<file path="src/rtl/aes_link_slave_if.sv">
// aes_link_slave_if: platform byte link plus AES core handshake seen by aes_link_slave
interface aes_link_slave_if;
    logic [8:0]   bus_in;
    logic         enc_i;
    logic [8:0]   bus_out;
    logic         core_start;
    logic         core_enc;
    logic [127:0] core_key;
    logic [127:0] core_text;
    logic         core_done;
    logic [127:0] core_result;
    logic         busy;
    logic         frame_err;
    modport slave (
        input  bus_in, enc_i, core_done, core_result,
        output bus_out, core_start, core_enc, core_key, core_text, busy, frame_err
    );
    modport master (
        output bus_in, enc_i, core_done, core_result,
        input  bus_out, core_start, core_enc, core_key, core_text, busy, frame_err
    );
endinterface

</file>
<file path="src/rtl/aes_link_slave.sv">
// aes_link_slave: collects a 32-byte key/text frame, starts the AES core and streams its 16-byte result back
module aes_link_slave #(
    parameter int TX_GAP     = 3,
    parameter int RX_TIMEOUT = 1000
) (
    input logic             clk,
    input logic             rst,
    aes_link_slave_if.slave lk
);
    localparam int IW = $clog2(RX_TIMEOUT + 1);
    localparam int GW = TX_GAP > 1 ? $clog2(TX_GAP) : 1;
    typedef enum logic [2:0] {ST_RX, ST_START, ST_WAIT, ST_TX_BYTE, ST_TX_GAP} state_t;
    state_t         state, state_nx;
    logic [4:0]     cnt;
    logic [IW-1:0]  idle;
    logic [GW-1:0]  gap;
    logic [3:0]     idx;
    logic [255:0]   shreg, sh_nx;
    logic [127:0]   txreg;
    logic           valid, timeout, last_gap;
    assign valid    = lk.bus_in[8];
    assign sh_nx    = {shreg[247:0], lk.bus_in[7:0]};
    assign timeout  = state == ST_RX && cnt != 5'd0 && idle == IW'(RX_TIMEOUT);
    assign last_gap = gap == GW'(TX_GAP - 1);
    always_ff @(posedge clk) state <= rst ? ST_RX : state_nx;
    // idx has wrapped back to 0 once the 16th byte has gone out
    always_comb begin
        lk.bus_out    = !rst && state == ST_TX_BYTE ? {1'b1, txreg[127:120]} : 9'h000;
        lk.core_start = !rst && state == ST_START;
        lk.busy       = !rst && state != ST_RX;
        lk.frame_err  = !rst && ((valid && state != ST_RX) || timeout);
        state_nx      = state;
        case (state)
            ST_RX:      state_nx = valid && !timeout && cnt == 5'd31 ? ST_START : ST_RX;
            ST_START:   state_nx = ST_WAIT;
            ST_WAIT:    state_nx = lk.core_done ? ST_TX_BYTE : ST_WAIT;
            ST_TX_BYTE: state_nx = TX_GAP != 0 ? ST_TX_GAP : (idx == 4'd15 ? ST_RX : ST_TX_BYTE);
            ST_TX_GAP:  state_nx = !last_gap ? ST_TX_GAP : (idx == 4'd0 ? ST_RX : ST_TX_BYTE);
            default:    state_nx = ST_RX;
        endcase
    end
    always_ff @(posedge clk) begin
        if (rst) begin
            cnt          <= '0;
            idle         <= '0;
            gap          <= '0;
            idx          <= '0;
            shreg        <= '0;
            txreg        <= '0;
            lk.core_key  <= '0;
            lk.core_text <= '0;
            lk.core_enc  <= 1'b0;
        end else begin
            case (state)
                ST_RX: begin
                    idle <= valid || cnt == 5'd0 ? '0 : (idle == IW'(RX_TIMEOUT) ? idle : idle + IW'(1));
                    if (valid) shreg <= sh_nx;
                    // a byte landing on the timeout cycle opens a fresh frame
                    if (timeout) cnt <= valid ? 5'd1 : 5'd0;
                    else if (valid) begin
                        cnt <= cnt + 5'd1;
                        if (cnt == 5'd31) begin
                            lk.core_enc  <= lk.enc_i;
                            lk.core_key  <= sh_nx[255:128];
                            lk.core_text <= sh_nx[127:0];
                        end
                    end
                end
                ST_WAIT: if (lk.core_done) begin
                    txreg <= lk.core_result;
                    idx   <= '0;
                end
                ST_TX_BYTE: begin
                    txreg <= {txreg[119:0], 8'h00};
                    idx   <= idx + 4'd1;
                    gap   <= '0;
                end
                ST_TX_GAP: gap <= gap + GW'(1);
                default: ;
            endcase
        end
    end
endmodule
</file>
<file path="src/flat_wrapper.sv">
// flat-port wrapper written by rule: the top's interface ports become plain ports
module aes_link_slave_flat 
#(
    parameter int TX_GAP     = 3,
    parameter int RX_TIMEOUT = 1000
)
  (clk, rst, lk_bus_in, lk_enc_i, lk_core_done, lk_core_result, lk_bus_out, lk_core_start, lk_core_enc, lk_core_key, lk_core_text, lk_busy, lk_frame_err);
  aes_link_slave_if lk_i ();
  input logic clk;
  input logic rst;
  input wire logic [$bits(lk_i.bus_in)-1:0] lk_bus_in;
  input wire logic [$bits(lk_i.enc_i)-1:0] lk_enc_i;
  input wire logic [$bits(lk_i.core_done)-1:0] lk_core_done;
  input wire logic [$bits(lk_i.core_result)-1:0] lk_core_result;
  output wire logic [$bits(lk_i.bus_out)-1:0] lk_bus_out;
  output wire logic [$bits(lk_i.core_start)-1:0] lk_core_start;
  output wire logic [$bits(lk_i.core_enc)-1:0] lk_core_enc;
  output wire logic [$bits(lk_i.core_key)-1:0] lk_core_key;
  output wire logic [$bits(lk_i.core_text)-1:0] lk_core_text;
  output wire logic [$bits(lk_i.busy)-1:0] lk_busy;
  output wire logic [$bits(lk_i.frame_err)-1:0] lk_frame_err;
  assign lk_i.bus_in = lk_bus_in;
  assign lk_i.enc_i = lk_enc_i;
  assign lk_i.core_done = lk_core_done;
  assign lk_i.core_result = lk_core_result;
  assign lk_bus_out = lk_i.bus_out;
  assign lk_core_start = lk_i.core_start;
  assign lk_core_enc = lk_i.core_enc;
  assign lk_core_key = lk_i.core_key;
  assign lk_core_text = lk_i.core_text;
  assign lk_busy = lk_i.busy;
  assign lk_frame_err = lk_i.frame_err;
  aes_link_slave #(.TX_GAP(TX_GAP), .RX_TIMEOUT(RX_TIMEOUT)) u_core (.clk(clk), .rst(rst), .lk(lk_i));
endmodule
</file>
<file path="config.mk">
export PLATFORM = sky130hd
export DESIGN_NAME = aes_link_slave_flat
export DESIGN_NICKNAME = d
export VERILOG_FILES = /design/src/rtl/aes_link_slave_if.sv /design/src/rtl/aes_link_slave.sv /design/src/flat_wrapper.sv
export SDC_FILE = /design/constraint.sdc
export NUM_CORES = 1
export LEC_CHECK = 0
export ABC_AREA = 1
export CAP_MARGIN = 20
export CORE_MARGIN = 8
export CORE_UTILIZATION = 45
export CTS_BUF_LIST = sky130_fd_sc_hd__clkbuf_2 sky130_fd_sc_hd__clkbuf_4 sky130_fd_sc_hd__clkbuf_8
export CTS_CLUSTER_DIAMETER = 50
export DETAILED_ROUTE_END_ITERATION = 10
export PLACE_DENSITY_LB_ADDON = 0.3
export SYNTH_ARGS = -nofsm -noshare
export SYNTH_HDL_FRONTEND = slang
export SYNTH_SLANG_ARGS = --single-unit
export TNS_END_PERCENT = 20
</file>
<file path="constraint.sdc">
create_clock -name clk -period 2.6 [get_ports clk]
set_clock_uncertainty 0.1 [all_clocks]
set_input_delay 0.39 -clock clk [delete_from_list [all_inputs] [get_ports clk]]
set_output_delay 0.39 -clock clk [all_outputs]
set_load 0.01 [all_outputs]
</file>
### Yosys cells after proc, flatten, opt, wreduce, memory -nomap -nowiden

Cells that the tools add are included.

* bits of input ports: 141
* bits in registers: 657
* output and inout port bits: 269

* add/subtract/negate cells: 4
* bitwise operators: 1
* eq/ne operators: 9
* reductions and logical operators: 26
* mux-type cells: 16

Operators with widths (number)
* 128-bit one-hot mux with 2 select lines: 1
* 128-bit two-way mux: 1
* 10-bit two-way mux: 2
* 3-bit one-hot mux with 5 select lines: 1
* 10-bit by 1-bit adder with 10-bit output (second input constant): 1
* 10-bit == test (second input constant): 1
* 5-bit two-way mux: 2
* 1-bit logical AND: 9
* 9-bit two-way mux: 1
* 4-bit one-hot mux with 2 select lines: 1
* 2-bit AND reduction: 4
* 3-bit by 2-bit == test with 1-bit output (second input constant): 2
* 2-bit nonzero test: 3
* 5-bit by 1-bit adder with 5-bit output (second input constant): 1
* 5-bit == test (second input constant): 1
* 5-bit logical NOT: 1
* 5-bit nonzero test: 1
* 4-bit by 1-bit adder with 4-bit output (second input constant): 1
* 4-bit logical NOT: 1
* 4-bit two-way mux: 1
* 2-bit one-hot mux with 2 select lines: 1
* 4-bit AND reduction: 1
* 3-bit by 1-bit == test with 1-bit output (second input constant): 1
* 3-bit == test (second input constant): 1
* other kinds (12): 16

### Longest topological paths before layout

Gate-level depths: netlist of run 1.

* depth after elaboration: 8
* mapped depth: 12
* depth with buffers taken out: 12

### Worst setup path before layout of run 1

OpenSTA, ideal clock, no wires.

* kind: reg2out
* from: register u_core.cnt[0]
* to: output lk_frame_err
* data arrival time: 1.578 ns
* cell stages (with the launch flop): 11
* required time: 2.110 ns
* slack: 0.532 ns
* cell sequence: dfxtp_1 -> inv_1 -> ha_1 -> inv_1 -> nor2_1 -> nand2_1 -> nand2_1 -> nor2_4 -> buf_2 -> inv_1 -> o21ai_0

* cells in the longest elaborated chain, start to end: 5

Ends and longest elaborated chain
* from (decl): RTL line aes_link_slave.sv:14 `logic [4:0] cnt;`
* from (signal assigned): RTL line aes_link_slave.sv:59 `if (timeout) cnt <= valid ? 5'd1 : 5'd0;`
* from (signal assigned): RTL line aes_link_slave.sv:61 `cnt <= cnt + 5'd1;`
* 5-bit nonzero test: RTL line aes_link_slave.sv:23 `assign timeout = state == ST_RX && cnt != 5'd0 && idle == IW'(RX_TIMEOUT);`
* 1-bit logical AND (2 in a row): RTL line aes_link_slave.sv:23
* 1-bit logical OR: RTL line aes_link_slave.sv:31 `lk.frame_err = !rst && ((valid && state != ST_RX) || timeout);`
* 1-bit logical AND: RTL line aes_link_slave.sv:31
* to (decl): RTL line flat_wrapper.sv:21 `output wire logic [$bits(lk_i.frame_err)-1:0] lk_frame_err;`

Every way passes these cells.

### Worst setup path after layout of run 1

* from: register u_core.cnt[0]
* to: register u_core.lk.core_text[37]

* cells in the longest elaborated chain, start to end: 5
* elaborated cells on any way between the ends: 6
* classes of those cells: eq/ne (1); bitwise (1); reduce/logical (4)

Ends and longest elaborated chain
* 5-bit nonzero test: RTL line aes_link_slave.sv:23
* 1-bit logical AND (2 in a row): RTL line aes_link_slave.sv:23
* 1-bit inverter (no source line)
* 4-bit AND reduction (no source line) (*)
* to (signal assigned): RTL line aes_link_slave.sv:65 `lk.core_text <= sh_nx[127:0];`
* to (decl): RTL line aes_link_slave_if.sv:16 `output bus_out, core_start, core_enc, core_key, core_text, busy, frame_err`

Mark *: on every way between the ends. The rest lies on a longest branch, timed or not.
A chain may end at the register's enable or synchronous reset.

==> out/summary.txt, run 1 <==
Final Hold Slack - 0.184 ns
Remaining DRCs - 0
Initial antenna violation count - 2
Ports placed on the boundary - 410
Reg-to-reg startpoint - u_core.cnt[0]
Cells after Synth - 3140
Worst setup SP type - flip-flop
Total global-route track usage - 0.219
Initial core utilization - 0.454
CTS Buf Count - 108
Detailed Route WL - 72200 microns
WHS Path Cells - 3
Path type of the worst setup path - reg2reg
Via density - 5.22
Syn Area/Cell - 7.74 sq um
CTS tree - built
Setup Viol. Count Final - 0
Tcrit/Tclk final - 0.967
DP Cell Count - 4030
Die Ht - 248 microns
Area of the die - 0.0617 sq mm
PortBufs - 409
Setup TNS - 0 ns
Slew @ Worst Pin - 0.969 ns
CTS sink cnt - 657
Status - complete, no violations
Worst EP required - 3.11 ns
Synth unique cells - 28
Nature of the critical path endpoint - flip-flop
Worst relative slew slack - 0.354
Max IR drop VDD - 0.472 mV
Min-Delay Path Class - in2reg
Layout cell share with drive strength beyond 1 - 0.0842
Largest net degree at the start of global routing - 207
Die width - 248 microns
Reg2reg path depth - 13
Syn Nets - 3289
Number of global-route vias before repair - 20722
Worst r2r dst - u_core.lk.core_text[37]
Final Max Tran Viols - 0
RSZ-0062 raised after global routing - true
YS warnings - 0
Final #Nets - 3601
First-pass GRT wire length - 113000 microns
Worst Hold Launch - lk_core_result[28]
Site row count - 85
Yosys reg bits - 657
WHS Endpoint - u_core.txreg[28]
Dpl hpwl - 45100 microns
Synth Cell Area - 0.0243 sq mm
Avg WL per Cell - 17.0 microns
CP Data Arrival Time - 3.03 ns
Seq/Total Area, Yosys - 0.541
DR iter-0 viols - 1604
Fmax - 398 MHz
Max clock buf depth - 3
H-Tree Level Count - 3
Grt ovf - 0
Clk pin slew, worst setup/hold paths - 0.06 ns
Total Power - 21.3 mW
Drt pass-1 iters - 5
Remaining antenna violation count - 0
Hold Violations, Final - 0
R2r setup slk - 0.09 ns
Final Critical Period - 2.51 ns
Critical Path Fanout Max - 61
Leak - 11.8 nW
Layout area overhead - 29.3%
Core area - 0.0536 sq mm
RePlAce Congestion - 0.797
Max Cap Viol - 0
Final std cells w/o fill - 4240
PD cells - 678 mW/mm^2
Root Buffer - clkbuf_8
Via count - 22125
Post-layout util - 0.587
Clk_lat worst skew - 0.67 ns
[cell usage after synthesis]
cell type | n | area [sq um]
a211oi_1 | 2 | 15.0
a21oi_1 | 278 | 1390
a31oi_1 | 120 | 751
a32o_1 | 1 | 10.0
buf_1 | 7 | 26.3
buf_2 | 35 | 175
buf_4 | 22 | 165
buf_6 | 1 | 11.3
clkbuf_1 | 199 | 747
clkinv_1 | 3 | 11.3
dfxtp_1 | 657 | 13200
ha_1 | 8 | 100
inv_1 | 103 | 387
inv_2 | 1 | 3.75
nand2_1 | 487 | 1830
nand2_2 | 2 | 12.5
nand3_1 | 13 | 65.1
nand4_1 | 2 | 12.5
nor2_1 | 478 | 1790
nor2_2 | 1 | 6.26
nor2_4 | 2 | 22.5
nor2_8 | 1 | 20.0
nor3_1 | 77 | 385
o21ai_0 | 613 | 3070
o21ai_1 | 20 | 100
o31ai_1 | 1 | 7.51
or2_2 | 1 | 6.26
xor2_1 | 5 | 43.8
[metal layers]
metal,GRT usage,routed length (microns)
met1,0.284,32400
met2,0.347,33300
met3,0.0594,4420
met4,0.0797,1980
met5,0,8
[where the power goes]
part | internal [mW] | total (mW) | switching (mW)
Combinational | 0.421 | 0.974 | 0.553
Clock | 5.63 | 9.79 | 4.16
Sequential | 10.3 | 10.6 | 0.236
[kinds of logic after synthesis]
logic type                 count (synthesis)  share of synthesized area
adders and majority gates                  8                    0.00412
DFF                                      657                      0.541
and+or+nand+nor                         1064                      0.171
buffers and inverters                    371                     0.0628
AOI/OAI and AO/OA                       1035                      0.220
xor gates and xnor gates                   5                    0.00180
[layout make-up]
cell class,count,area [sq um]
Fill cell,4998,22100
Sequential cell,657,13200
Multi-Input combinational cell,2112,9720
Timing Repair Buffer,466,4860
Clock buffer,166,2090
Tap cell,696,871
Inverter,107,425
Clock inverter,33,305
Antenna cell,3,7.51
[layout by cell type, fill, tap and decap left out, types with 2 or more instances in the layout]
master,n
nor2_1,475
dlygate4sd3_1,2
o21ai_1,20
bufinv_16,5
inv_4,4
inv_1,96
clkbuf_4,31
a211oi_1,2
nor2_4,3
a31oi_1,120
clkinvlp_4,3
nor2_2,3
nand4_1,2
nand2_1,484
ha_2,2
dfxtp_4,3
nor3_1,77
buf_12,24
diode_2,3
nand2_2,2
o21ai_0,612
dfxtp_1,650
nand3_1,11
buf_16,2
a21oi_1,278
inv_2,4
inv_6,3
xor2_1,5
dfxtp_2,4
clkbuf_8,135
buf_6,3
dlygate4sd2_1,3
ha_1,5
clkbuf_2,5
nand2_4,2
clkdlybuf4s50_1,398
buf_4,27
clkinv_2,24
[repair_timing]
| action | in CTS | in global routing |
|---|---|---|
| hold buffers | 1 | 1 |
| endpoints found under the hold margin | 3 | 2 |
| gates resized for setup | 21 | 43 |
| buffers inserted | 0 | 5 |
| gates cloned | 0 | 1 |
| endpoints found under the setup margin | 11 | 10 |
| pin swaps | 0 | 7 |
[through the flow]
step | setup WS, ns | cell area (sq um)
after detailed placement | 0.162 | 28900
after CTS | -0.135 | 31300
final | 0.0864 | 31500
after floorplan | 0.532 | 24300
after global placement | 0.219 | 28900
after global routing | -0.119 | 31500
[state kept, by name (all words and copies together), names as in the netlist]
signal / cells
u_core.lk.core_text: 128
u_core.txreg: 128
u_core.shreg: 248
u_core.lk.core_enc: 1
u_core.gap: 2
u_core.lk.core_key: 128
u_core.state: 3
u_core.cnt: 5
u_core.idx: 4
u_core.idle: 10
[worst max-delay path by stage]
stage          cells past startpoint                       to            start  slack [ns]
6_report                          13  u_core.lk.core_text[37]    u_core.cnt[0]        0.09
5_1_grt                           13  u_core.lk.core_text[37]    u_core.cnt[0]       -0.12
4_1_cts                            6            lk_bus_out[7]  u_core.state[2]       -0.14
3_5_place_dp                       7        u_core.shreg[101]     lk_bus_in[8]        0.16
3_3_place_gp                       9  u_core.lk.core_text[95]     lk_bus_in[8]        0.22
2_1_floorplan                     10             lk_frame_err    u_core.cnt[0]        0.53
[worst max-delay path, stage by stage (launching register included)]
cell           delay [ns]
dfxtp_4              0.36
inv_2                0.05
ha_2                 0.15
inv_2                0.03
nor2_1               0.08
nand2_1              0.10
nand2_2              0.09
nor2_4               0.04
buf_4                0.19
nor2_8               0.17
buf_16               0.27
nand2_1              0.09
a21oi_1              0.15
dlygate4sd3_1        0.56
Power figures use the tool's default switching activity.
==> run 2: changes to the inputs <==
- PLACE_DENSITY: default -> 0.71
- PLACE_DENSITY_LB_ADDON: 0.3 -> default
==> run 2 against run 1 <==
Against the previous run:
- global-route usage grew 0.30 points
- cell count is 0.17% higher
- non-clock buffer count increased by 4
- largest power group unchanged
- highest routed layer unchanged
==> out/summary.txt, run 2 (synthesized netlist as in run 1, its figures left out) <==
Status - complete, no violations
Post-layout util - 0.588 (+0.00152)
Hold Violations, Final - 0 (unchanged)
Worst EP required - 2.11 ns (-1.00 ns)
Grt ovf - 0 (unchanged)
CTS sink cnt - 657 (unchanged)
Most common cell after layout, fill and taps aside - dfxtp_1
Drt pass-1 iters - 5 (unchanged)
PortBufs - 409 (unchanged)
Max Cap Viol - 0 (unchanged)
Logic pwr share - 0.046 (about the same)
Initial antenna violation count - 8 (+6)
Final Hold Slack - 0.161 ns (-0.0226 ns)
Met2 usage - 0.351 (+0.00418)
P_sw - 4.87 mW (-1.6%)
Fmax - 391 MHz (-1.6%)
Leak - 11.8 nW (+0.31%)
Die width - 248 microns (unchanged)
Initial core utilization - 0.454 (unchanged)
Reg power frac - 0.493 (-0.002)
Number of global-route vias before repair - 21055 (+1.6%)
Dpl hpwl - 45800 microns (+1.5%)
Int Pwr - 16.6 mW (+1.2%)
Max reg flops - 248 (unchanged)
Nature of the critical path endpoint - primary output
Clk pin slew, worst setup/hold paths - 0.06 ns (about the same)
Via count - 22158 (+0.15%)
Critical Path Fanout Max - 4 (-93%)
DR iter-0 viols - 1653 (+3.1%)
Worst relative slew slack - 0.254 (-0.0998)
Avg WL per Cell - 17.0 microns (-0.38%)
Max IR drop VDD - 0.441 mV (-6.6%)
Setup Viol. Count Final - 0 (unchanged)
Clk_lat worst skew - 0.69 ns (+0.02 ns)
Layout cell share with drive strength beyond 1 - 0.0827 (-0.00151)
H-Tree Level Count - 3 (unchanged)
Ports placed on the boundary - 410 (unchanged)
CP Data Arrival Time - 2.07 ns (-0.96 ns)
Layout area overhead - 29.7%
Sw frac - 0.227 (-0.00502)
GRT met3 Usage - 0.0533 (-0.00605)
Slew @ Worst Pin - 1.12 ns (+0.150 ns)
Busiest grt layer - met2
Root Buffer - clkbuf_8
Max clock buf depth - 3 (unchanged)
CP cell instances - inv_2 -> ha_1 -> nand2_1 -> nor2_1 -> nand3_2 -> nor2_4 -> inv_2 -> o21ai_2 -> buf_6 -> buf_4
First-pass GRT wire length - 115000 microns (+1.7%)
Remaining antenna violation count - 0 (unchanged)
Worst path max stage delay - 0.34 ns (-0.22 ns)
Die Ht - 248 microns (unchanged)
RePlAce Congestion - 0.815 (+2.2%)
Remaining DRCs - 0 (unchanged)
Most used cell, CP - inv_2
Final WS setup - 0.0443 ns (-0.0421 ns)
Detailed Route WL - 72000 microns (-0.22%)
Slowest stage cell on the critical path - dfxtp_2
Highest-count cells in the layout ignoring fill and taps - dfxtp_1 (651), o21ai_0 (612), nand2_1 (486), nor2_1 (475), clkdlybuf4s50_1 (397)
Worst setup SP type - flip-flop
DP Cell Count - 4040 (+0.25%)
Final Max Tran Viols - 0 (unchanged)
Total Power - 21.4 mW (+0.55%)
Pre-CTS WS - 0.0486 ns (-0.114 ns)
Via density - 5.22 (about the same)
CTS Buf Count - 109 (+0.93%)
Path type of the worst setup path - reg2out
Site row count - 85 (unchanged)
CTS tree - built
Largest net degree at the start of global routing - 143 (-31%)
Reg with most FFs - u_core.shreg
Final Critical Period - 2.56 ns (+0.0421 ns)
Final #Nets - 3606 (+0.14%)
Clk pwr share - 0.461 (+0.002)
RSZ-0062 raised after global routing - true
Final std cells w/o fill - 4247 (+0.17%)
Tcrit/Tclk final - 0.983 (+0.0162)
Min-Delay Path Class - in2reg
PD cells - 680 mW/mm^2 (+0.29%)
Total global-route track usage - 0.222 (+0.00299)
Core area - 0.0536 sq mm (unchanged)
Area of the die - 0.0617 sq mm (unchanged)
GRT met1 Usage - 0.292 (+0.00832)
==> run 2: routing by layer <==
| layer | wire length, microns | vias to the layer above |
|---|---|---|
| met4 | 1850 | 6 |
| li1 | - | 11130 |
| met5 | 38 | - |
| met3 | 4080 | 110 |
| met1 | 32700 | 10363 |
| met2 | 33400 | 549 |
==> run 2: worst max-delay path: cells and delay by family, from the launching register on <==
kind | cells | cell delay (ns)
and+or+nand+nor | 4 | 0.44
buffers and inverters | 4 | 0.35
DFF | 1 | 0.34
adders and majority gates | 1 | 0.14
AOI/OAI and AO/OA | 1 | 0.12
==> run 2: area by class of cell <==
class	instances	area, sq um
clock buffer	185	2330
sequential	657	13200
multi-input combinational	2112	9700
tap	696	871
inverter	107	415
clock inverter	14	133
fill	4978	22100
timing repair buffer	470	4900
antenna	6	15.0
==> run 2: stage by stage <==
step | area (sq um) | setup TNS, ns
floorplan | 24300 | 0
global placement | 29000 | 0
detailed placement | 29000 | 0
CTS | 31500 | -0.0799
global route | 31500 | -0.0780
finish | 31500 | 0
==> run 2: final timing paths <==
kind	start	end	slack, ns	depth (start not counted)
min reg2reg	u_core.shreg[75]	u_core.shreg[83]	0.36	2
max reg2reg	u_core.idle[0]	u_core.lk.core_text[11]	0.17	10
max	u_core.idle[0]	lk_frame_err	0.04	10
min	lk_core_result[113]	u_core.txreg[113]	0.16	3
==> run 2: repair_timing <==
action | in CTS | in global routing
hold buffers | 1 | 0
resized for setup | 24 | 20
endpoints found under the hold margin | 1 | 0
setup buffers | 0 | 1
pin swaps | 1 | 0
gates cloned | 0 | 0
endpoints found under the setup margin | 11 | 33
==> run 2: power groups by stage <==
| stage | clock network [mW] | registers, mW | logic [mW] |
|---|---|---|---|
| global route | 10.6 | 10.6 | 1.12 |
| global placement | 0 | 10.8 | 0.969 |
| floorplan | 0 | 10.7 | 0.567 |
| detailed placement | 0 | 10.8 | 0.984 |
| CTS | 10.1 | 10.6 | 0.994 |
| finish | 9.89 | 10.6 | 0.988 |
